$ cat src/rtl/mc_ctrl.sv
// Multi-cycle MIPS control sequencer: steps each instruction through FETCH/DECODE/EXEC/MEM/WB,
// drives the unified memory req/ready port and the datapath control fields.
module mc_ctrl #(
    parameter int unsigned CNT_W = 32
) (
    input  logic             clk,
    input  logic             rstn,
    input  logic [5:0]       opcode,
    input  logic [5:0]       funct,
    input  logic             Zero,
    input  logic             mem_ready,
    output logic             mem_req,
    output logic             mem_we,
    output logic             mem_asel,
    output logic             IRWr,
    output logic             PCWr,
    output logic             RFWr,
    output logic [4:0]       ALUOp,
    output logic [2:0]       NPCOp,
    output logic             ASel,
    output logic             BSel,
    output logic [1:0]       EXTOp,
    output logic [1:0]       GPRSel,
    output logic [2:0]       WDSel,
    output logic             flush,
    output logic [2:0]       state,
    output logic [CNT_W-1:0] icnt
);
    localparam logic [4:0] ALUOp_NOP  = 5'd0,  ALUOp_ADD  = 5'd1,  ALUOp_SUB  = 5'd2,
                           ALUOp_AND  = 5'd3,  ALUOp_OR   = 5'd4,  ALUOp_XOR  = 5'd5,
                           ALUOp_NOR  = 5'd6,  ALUOp_SLT  = 5'd7,  ALUOp_SLTU = 5'd8,
                           ALUOp_LUI  = 5'd9,  ALUOp_SLL  = 5'd10, ALUOp_SRL  = 5'd11,
                           ALUOp_SRA  = 5'd12, ALUOp_ADDU = 5'd13, ALUOp_SUBU = 5'd14,
                           ALUOp_SLLV = 5'd15, ALUOp_SRLV = 5'd16, ALUOp_SRAV = 5'd17;
    localparam logic [2:0] NPC_PLUS4 = 3'd0, NPC_BRANCH = 3'd1, NPC_JUMP = 3'd2,
                           NPC_JR    = 3'd3, NPC_EXCEPT = 3'd4;
    localparam logic [1:0] EXT_ZERO = 2'd0, EXT_SIGNED = 2'd1;
    localparam logic [1:0] GPRSel_RD = 2'd0, GPRSel_RT = 2'd1, GPRSel_31 = 2'd2;
    localparam logic [2:0] WDSel_FromALU = 3'd0, WDSel_FromMEM = 3'd1, WDSel_FromPC = 3'd2;

    localparam logic [5:0] OP_R    = 6'b000000, OP_J     = 6'b000010, OP_JAL  = 6'b000011,
                           OP_BEQ  = 6'b000100, OP_ADDI  = 6'b001000, OP_ADDIU = 6'b001001,
                           OP_SLTI = 6'b001010, OP_SLTIU = 6'b001011, OP_ANDI = 6'b001100,
                           OP_ORI  = 6'b001101, OP_XORI  = 6'b001110, OP_LUI  = 6'b001111,
                           OP_LW   = 6'b100011, OP_SW    = 6'b101011;

    typedef enum logic [2:0] {
        S_FETCH  = 3'd0,
        S_DECODE = 3'd1,
        S_EXEC   = 3'd2,
        S_MEM    = 3'd3,
        S_WB     = 3'd4,
        S_EXCEPT = 3'd5
    } state_e;

    typedef enum logic [2:0] {C_R, C_I, C_LW, C_SW, C_BEQ, C_J, C_JAL, C_ILL} cls_e;

    state_e           r_state, w_state_nxt;
    logic [CNT_W-1:0] r_icnt;
    cls_e             w_cls;
    logic [4:0]       w_i_alu, w_r_alu;
    logic [1:0]       w_i_ext;
    logic             w_r_shamt, w_r_ok, w_r_jr;

    logic             w_mem_req, w_mem_we, w_mem_asel, w_IRWr, w_PCWr, w_RFWr;
    logic             w_ASel, w_BSel, w_flush;
    logic [4:0]       w_ALUOp;
    logic [2:0]       w_NPCOp, w_WDSel;
    logic [1:0]       w_EXTOp, w_GPRSel;

    always_comb begin
        w_cls   = C_ILL;
        w_i_alu = ALUOp_NOP;
        w_i_ext = EXT_ZERO;
        case (opcode)
            OP_R:     w_cls = C_R;
            OP_J:     w_cls = C_J;
            OP_JAL:   w_cls = C_JAL;
            OP_BEQ:   w_cls = C_BEQ;
            OP_LW:    w_cls = C_LW;
            OP_SW:    w_cls = C_SW;
            OP_ADDI:  begin w_cls = C_I; w_i_alu = ALUOp_ADD;  w_i_ext = EXT_SIGNED; end
            OP_ADDIU: begin w_cls = C_I; w_i_alu = ALUOp_ADDU; w_i_ext = EXT_SIGNED; end
            OP_SLTI:  begin w_cls = C_I; w_i_alu = ALUOp_SLT;  w_i_ext = EXT_SIGNED; end
            OP_SLTIU: begin w_cls = C_I; w_i_alu = ALUOp_SLTU; w_i_ext = EXT_SIGNED; end
            OP_ANDI:  begin w_cls = C_I; w_i_alu = ALUOp_AND;  end
            OP_ORI:   begin w_cls = C_I; w_i_alu = ALUOp_OR;   end
            OP_XORI:  begin w_cls = C_I; w_i_alu = ALUOp_XOR;  end
            OP_LUI:   begin w_cls = C_I; w_i_alu = ALUOp_LUI;  end
            default:  ;
        endcase
    end

    always_comb begin
        w_r_alu   = ALUOp_NOP;
        w_r_shamt = 1'b0;
        w_r_ok    = 1'b1;
        w_r_jr    = 1'b0;
        case (funct)
            6'b100000: w_r_alu = ALUOp_ADD;
            6'b100001: w_r_alu = ALUOp_ADDU;
            6'b100010: w_r_alu = ALUOp_SUB;
            6'b100011: w_r_alu = ALUOp_SUBU;
            6'b100100: w_r_alu = ALUOp_AND;
            6'b100101: w_r_alu = ALUOp_OR;
            6'b100110: w_r_alu = ALUOp_XOR;
            6'b100111: w_r_alu = ALUOp_NOR;
            6'b101010: w_r_alu = ALUOp_SLT;
            6'b101011: w_r_alu = ALUOp_SLTU;
            6'b000000: begin w_r_alu = ALUOp_SLL; w_r_shamt = 1'b1; end
            6'b000010: begin w_r_alu = ALUOp_SRL; w_r_shamt = 1'b1; end
            6'b000011: begin w_r_alu = ALUOp_SRA; w_r_shamt = 1'b1; end
            6'b000100: w_r_alu = ALUOp_SLLV;
            6'b000110: w_r_alu = ALUOp_SRLV;
            6'b000111: w_r_alu = ALUOp_SRAV;
            6'b001000: w_r_jr  = 1'b1;
            default:   w_r_ok  = 1'b0;
        endcase
    end

    always_ff @(posedge clk or negedge rstn) begin
        if (!rstn) r_state <= S_FETCH;
        else       r_state <= w_state_nxt;
    end

    always_comb begin
        w_state_nxt = r_state;
        w_mem_req   = 1'b0;
        w_mem_we    = 1'b0;
        w_mem_asel  = 1'b0;
        w_IRWr      = 1'b0;
        w_PCWr      = 1'b0;
        w_RFWr      = 1'b0;
        w_ALUOp     = ALUOp_NOP;
        w_NPCOp     = NPC_PLUS4;
        w_ASel      = 1'b0;
        w_BSel      = 1'b0;
        w_EXTOp     = EXT_ZERO;
        w_GPRSel    = GPRSel_RD;
        w_WDSel     = WDSel_FromALU;
        w_flush     = 1'b0;
        case (r_state)
            S_FETCH: begin
                w_mem_req = 1'b1;
                if (mem_ready) begin
                    w_IRWr      = 1'b1;
                    w_state_nxt = S_DECODE;
                end
            end
            S_DECODE: begin
                case (w_cls)
                    C_J: begin
                        w_PCWr      = 1'b1;
                        w_NPCOp     = NPC_JUMP;
                        w_state_nxt = S_FETCH;
                    end
                    C_JAL:   w_state_nxt = S_WB;
                    C_ILL:   w_state_nxt = S_EXCEPT;
                    default: w_state_nxt = S_EXEC;
                endcase
            end
            S_EXEC: begin
                case (w_cls)
                    C_R: begin
                        if (w_r_jr) begin
                            w_PCWr      = 1'b1;
                            w_NPCOp     = NPC_JR;
                            w_state_nxt = S_FETCH;
                        end else if (w_r_ok) begin
                            w_ALUOp     = w_r_alu;
                            w_ASel      = w_r_shamt;
                            w_state_nxt = S_WB;
                        end else begin
                            w_state_nxt = S_EXCEPT;
                        end
                    end
                    C_I: begin
                        w_ALUOp     = w_i_alu;
                        w_BSel      = 1'b1;
                        w_EXTOp     = w_i_ext;
                        w_state_nxt = S_WB;
                    end
                    C_LW, C_SW: begin
                        w_ALUOp     = ALUOp_ADD;
                        w_BSel      = 1'b1;
                        w_EXTOp     = EXT_SIGNED;
                        w_state_nxt = S_MEM;
                    end
                    C_BEQ: begin
                        w_ALUOp     = ALUOp_SUB;
                        w_PCWr      = 1'b1;
                        w_NPCOp     = Zero ? NPC_BRANCH : NPC_PLUS4;
                        w_state_nxt = S_FETCH;
                    end
                    C_JAL:   w_state_nxt = S_WB;
                    default: w_state_nxt = S_EXCEPT;
                endcase
            end
            S_MEM: begin
                // opcode is held stable, so req/we/asel cannot change while waiting
                w_mem_req  = 1'b1;
                w_mem_asel = 1'b1;
                w_mem_we   = (w_cls == C_SW);
                if (mem_ready) begin
                    if (w_cls == C_SW) begin
                        w_PCWr      = 1'b1;
                        w_NPCOp     = NPC_PLUS4;
                        w_state_nxt = S_FETCH;
                    end else begin
                        w_state_nxt = S_WB;
                    end
                end
            end
            S_WB: begin
                w_RFWr      = 1'b1;
                w_PCWr      = 1'b1;
                w_state_nxt = S_FETCH;
                case (w_cls)
                    C_R:     begin w_GPRSel = GPRSel_RD; w_WDSel = WDSel_FromALU; end
                    C_LW:    begin w_GPRSel = GPRSel_RT; w_WDSel = WDSel_FromMEM; end
                    C_JAL:   begin w_GPRSel = GPRSel_31; w_WDSel = WDSel_FromPC; w_NPCOp = NPC_JUMP; end
                    default: begin w_GPRSel = GPRSel_RT; w_WDSel = WDSel_FromALU; end
                endcase
            end
            S_EXCEPT: begin
                w_PCWr      = 1'b1;
                w_NPCOp     = NPC_EXCEPT;
                w_flush     = 1'b1;
                w_state_nxt = S_FETCH;
            end
            default: w_state_nxt = S_FETCH;
        endcase
    end

    // Outputs are gated by rstn so an asserted reset silences the memory port immediately.
    assign mem_req  = rstn & w_mem_req;
    assign mem_we   = rstn & w_mem_we;
    assign mem_asel = rstn & w_mem_asel;
    assign IRWr     = rstn & w_IRWr;
    assign PCWr     = rstn & w_PCWr;
    assign RFWr     = rstn & w_RFWr;
    assign ASel     = rstn & w_ASel;
    assign BSel     = rstn & w_BSel;
    assign flush    = rstn & w_flush;
    assign ALUOp    = rstn ? w_ALUOp  : '0;
    assign NPCOp    = rstn ? w_NPCOp  : '0;
    assign EXTOp    = rstn ? w_EXTOp  : '0;
    assign GPRSel   = rstn ? w_GPRSel : '0;
    assign WDSel    = rstn ? w_WDSel  : '0;
    assign state    = rstn ? r_state  : '0;
    assign icnt     = r_icnt;

    always_ff @(posedge clk or negedge rstn) begin
        if (!rstn)
            r_icnt <= '0;
        else if (PCWr && !flush)
            r_icnt <= r_icnt + CNT_W'(1);
    end

endmodule

$ cat config.mk
export PLATFORM = sky130hd
export DESIGN_NAME = mc_ctrl
export DESIGN_NICKNAME = d
export VERILOG_FILES = /design/src/rtl/mc_ctrl.sv
export SDC_FILE = /design/constraint.sdc
export NUM_CORES = 1
export LEC_CHECK = 0
export ABC_AREA = 1
export CAP_MARGIN = 20
export CORE_ASPECT_RATIO = 1.75
export CORE_MARGIN = 4
export CORE_UTILIZATION = 46
export CTS_BUF_LIST = sky130_fd_sc_hd__clkbuf_8 sky130_fd_sc_hd__clkbuf_16
export DETAILED_ROUTE_END_ITERATION = 8
export PLACE_DENSITY = 0.84
export RECOVER_POWER = 25
export REMOVE_ABC_BUFFERS = 1
export SETUP_SLACK_MARGIN = 0.3
export SYNTH_ARGS = -nofsm -noshare
export SYNTH_HDL_FRONTEND = slang
export SYNTH_SLANG_ARGS = --single-unit
export TNS_END_PERCENT = 20
$ cat constraint.sdc
create_clock -name clk -period 1.6 [get_ports clk]
set_input_delay 0.32 -clock clk [delete_from_list [all_inputs] [get_ports clk]]
set_output_delay 0.32 -clock clk [all_outputs]
set_load 0.02 [all_outputs]
# Word-level counts from Yosys, hierarchy flattened
# Cells that the tools add are included.
classes:
  n_addsub: 1
  n_mul: 0
  div_mod_pow: 0
  n_lt_le_gt_ge: 0
  eq_ne: 43
  shifts: 0
  mux: 56
  n_bitwise: 9
  reduce_logical: 16
ops:
  columns: ["cell", "count"]
  rows:
  - ["case mux 5 bit (16 select lines)", 1]
  - ["equality test 6 bit, second input constant", 12]
  - ["equality test 6 x 4 -> 1 bit, second input constant", 9]
  - ["case mux 3 bit (4 select lines)", 3]
  - ["adder 32 x 1 -> 32 bit, second input constant", 1]
  - ["case mux 4 bit (8 select lines)", 1]
  - ["equality test 6 x 2 -> 1 bit, second input constant", 4]
  - ["equality test 6 x 3 -> 1 bit, second input constant", 4]
  - ["two-way mux 1 bit", 23]
  - ["two-way mux 3 bit", 7]
  - ["case mux 3 bit (7 select lines)", 1]
  - ["two-way mux 5 bit", 4]
  - ["case mux 5 bit (4 select lines)", 1]
  - ["equality test 3 bit, second input constant", 6]
  - ["OR reduction 17 bit", 1]
  - ["two-way mux 2 bit", 8]
  - ["case mux 2 bit (2 select lines)", 4]
  - ["equality test 3 x 2 -> 1 bit, second input constant", 4]
  - ["logical NOT 6 bit", 2]
  - ["bitwise AND 1 bit", 9]
  - ["case mux 3 bit (3 select lines)", 1]
  - ["OR reduction 2 bit", 4]
  - ["OR reduction 8 bit", 1]
  - ["equality test 3 x 1 -> 1 bit, second input constant", 2]
  - ["other kinds (9)", 12]
totals:
  register_bits: 35
  latch_bits: 0
  ram_bits: 0
  mem_bits_ro: 0
  in_bits: 16
  out_inout_bits: 59
  elab_cells: 127
  n_memories: 0

# Logic depth before layout (Yosys ltp)
# Gate-level depths: netlist of run 1.
depth:
  ltp_word: 9
  mapped_depth: 12

# Worst setup path before layout of run 1
# No wires, ideal clock.
synth_timing:
  kind: "input port to output port"
  from: "in rstn"
  to: "out WDSel[1]"
  t_arrival_ns: 1.646
  t_required_ns: 1.280
  setup_slack_ns: -0.366
  cell_stages: 6
  cell_sequence: "buf_2 -> inv_1 -> nor2_1 -> inv_1 -> nor2_1 -> buf_4"
synth_via:
  elab_chain_cells: 1
synth_rtl:
  columns: ["item", "line_no", "rtl"]
  rows:
  - ["from (decl)", "7", "input logic rstn,"]
  - ["two-way mux 3 bit", "249", "assign WDSel = rstn ? w_WDSel : '0;"]
  - ["to (decl)", "24", "output logic [2:0] WDSel,"]
# Every way passes these cells.

# Worst setup path after layout of run 1
layout_timing:
  from: "reg r_state[2]"
  to: "out NPCOp[1]"
layout_via:
  elab_chain_cells: 3
layout_rtl:
  columns: ["item", "line_no", "rtl"]
  rows:
  - ["from (decl)", "58", "state_e r_state, w_state_nxt;"]
  - ["from (signal assigned)", "123", "else r_state <= w_state_nxt;"]
  - ["equality test 3 bit, or another cell as far along", "142", "case (r_state)"]
  - ["case mux 3 bit (4 select lines) (*)", "142", null]
  - ["two-way mux 3 bit (*)", "246", "assign NPCOp = rstn ? w_NPCOp : '0;"]
  - ["to (decl)", "19", "output logic [2:0] NPCOp,"]
# Mark *: on every way between the ends. The rest lies on a longest branch, timed or not.

==> flow_metrics.py, run 1 <==
metrics = {
    "outcome": {
        "status": "finished, violations left",
        "violations": "negative setup slack",
    },
    "placement": {
        "gp_congestion": 0.890,
        "place_area_sq_um": 4610,
        "dp_hpwl_um": 8620,
        "port_buffers": 72,
    },
    "route": {
        "first_pass_iters": 6,
        "vias": 5002,
        "routedWlPerCell_um": 20.2,
        "drt_iter0_markers": 828,
        "drc": 0,
        "wl_um": 16200,
        "antenna_left": 0,
        "vias_per_cell": 6.26,
    },
    "worst_setup_path": {
        "crit_path_start": "r_state[2]",
        "startpoint_type": "flip-flop",
        "timing.critical_path.buf_inv": 4,
        "critPathTopFamily": "buffers and inverters",
        "crit_top_cell": "inv_2",
        "end_kind": "primary output",
        "cp.required_ps": 1280,
        "crit_fanout": 4,
        "slowest_stage": "dfrtp_1",
        "r2r_start": "icnt[7]",
        "critical_path.cell_chain": "buf_6 > nor3_4 > inv_2 > nor2_4 > inv_2 > a32oi_2 > buf_4",
        "max_stage_delay_ps": 430,
        "rrSetupSlack_ps": -390,
        "critPathArrivalTime_ps": 1790,
        "path_class": "reg2out",
    },
    "yosys": {
        "syn_area_per_cell_sq_um": 5.94,
        "synth_seq_cells": 35,
        "synth-main-ff-cell": "dfrtp_1",
        "synth_area_leaders": "dfrtp_1, nand2_1, nor2_1, nand4_1, inv_1",
        "synth_top_area_share": 0.277,
        "synthCells": 532,
        "synth.largest_area_cell": "dfrtp_1",
        "yosysWarnings": 0,
        "yosysUniqueCellTypes": 35,
        "ys_seq_area_frac": 0.277,
        "async_flop_share": 1.00,
        "synth-edff-count": 0,
        "synth_area_sq_um": 3160,
    },
    "final_layout": {
        "n_antenna_cell": 0,
        "fin_area_sq_um": 5370,
        "nets": 733,
        "most-common-layout-cells": "nand2_1, buf_4, inv_1",
        "drive_gt1_frac": 0.413,
        "area_growth_pct": 70.0,
        "final_common_cell": "nand2_1",
    },
    "flow_run": {
        "maxCapViolations": 0,
    },
    "timing": {
        "finClkSkew_ps": 7.29,
        "hold_violations": 0,
        "min_period_over_period": 1.32,
        "slew_headroom": 0.453,
        "slew_viol_final": 0,
        "setup-violations-final": 58,
        "max_freq_mhz": 474,
        "worst_slew_pin_slew_ps": 820,
        "rsz0062_at_grt": "yes",
        "setup_ws_ps": -508,
        "fin_crit_ps": 2110,
    },
    "clock_network": {
        "cts_buffers": 5,
        "cts_buffer_depth": 2,
        "holdBufCountCts": 0,
        "insertion_delay_ps": 300,
        "clock_sinks": 35,
        "clockRootBuffer": "clkbuf_16",
        "tritoncts": "yes",
        "htreeDepth": 2,
        "clk_pin_slew_ps": 60,
    },
    "floorplan": {
        "ios": 75,
        "core_area_sq_um": 6590,
        "die-area_sq_um": 8310,
        "start_util": 0.480,
        "die_h_um": 118,
        "rows": 39,
        "fp.dieW_um": 70.7,
    },
    "pwr": {
        "p_total_uw": 4710,
        "ir_worst_vdd_mv": 0.579,
        "p_leak_uw": 0.00263,
        "p_per_area_nw_per_um2": 876,
    },
    "global_route": {
        "grt_overflow": 0,
        "globalRouteTotalUtil": 0.301,
        "grt_pass1_vias": 4657,
        "grt_pass1_wl_um": 20400,
        "antenna_found_initial": 0,
        "grt_max_degree": 71,
    },
    "hold_path": {
        "hold_class": "in2async",
    },
}
report_power, final:
group	switching [uW]	internal (uW)
clock network	395	657
logic	1410	1170
registers	110	963
cells by family (layout without fill, tap and decap cells):
kind of cell             after synthesis  in the layout  share of synthesized area
AO/OA/AOI/OAI                         23             23                     0.0416
XOR/XNOR                               6              6                     0.0166
adder cells (fa/ha/maj)                1              1                    0.00396
buffers and inverters                 91            274                      0.123
flip-flops                            35             35                      0.277
other                                  1              2                    0.00119
AND/OR/NAND/NOR                      375            376                      0.536
state kept, by name, indices dropped and copies added, names as in the netlist:
register	flops
icnt	32
r_state	3
cell type report:
| cell class | instances | area (sq um) |
|---|---|---|
| clock inverters | 1 | 3.75 |
| multi-input cells | 408 | 2280 |
| clock buffers | 7 | 153 |
| flip-flops and latches | 35 | 877 |
| well taps | 82 | 103 |
| repair buffers | 193 | 1680 |
| inverters | 73 | 279 |
| fillers | 359 | 1220 |
cells in the mapped netlist, types with 2 or more instances:
| cell | n |
|---|---|
| a21oi_1 | 6 |
| a31oi_1 | 2 |
| buf_2 | 3 |
| buf_4 | 9 |
| clkbuf_1 | 4 |
| dfrtp_1 | 35 |
| inv_1 | 68 |
| inv_2 | 4 |
| nand2_1 | 175 |
| nand3_1 | 45 |
| nand3_2 | 2 |
| nand3b_1 | 6 |
| nand4_1 | 41 |
| nor2_1 | 76 |
| nor2_2 | 8 |
| nor3_1 | 14 |
| nor3_2 | 3 |
| o21ai_0 | 10 |
| xor2_1 | 5 |
final timing paths:
kind,end,cells after the start
worst max-delay path,NPCOp[1],7
worst min-delay path,r_state[2],3
worst max register to register,icnt[27],9
worst min register to register,icnt[27],2
max in group asynchronous,r_state[0],3
min in group clk,icnt[14],4
layer usage:
| metal | share of wire | vias up | GRT usage |
|---|---|---|---|
| met5 | 0 | - | 0 |
| met4 | 0.11 | 0 | 0.258 |
| met3 | 0.094 | 189 | 0.0487 |
| met2 | 0.49 | 461 | 0.559 |
| met1 | 0.30 | 2263 | 0.267 |
| li1 | - | 2089 | - |
what timing repair did:
action | CTS | global route
gates cloned | 0 | 7
setup endpoints to repair | 92 | 79
resized for setup | 386 | 61
setup buffers | 7 | 9
pin swaps | 32 | 15
metrics by stage:
stage               TNS, ps  cells  worst slack (ps)  utilization  hold WS [ps]
floorplan            -10170    515              -383            -          24.4
global placement     -45300    768             -1080        0.700           436
detailed placement   -47970    768             -1160        0.700           427
CTS                  -11410    783              -382        0.767           122
global route         -21480    799              -554        0.815           403
finish               -17890    799              -508        0.815           393
worst min-delay path, cell delays in order:
cell      delay [ps]
buf_2            110
buf_4            160
clkbuf_1         630
Power figures use the tool's default switching activity.
==> run 2, diff against run 1 <==
- HOLD_SLACK_MARGIN: unset -> 0.1
==> results of run 2 <==
No change in the layout: final DEF, timing and power equal those of run 1.
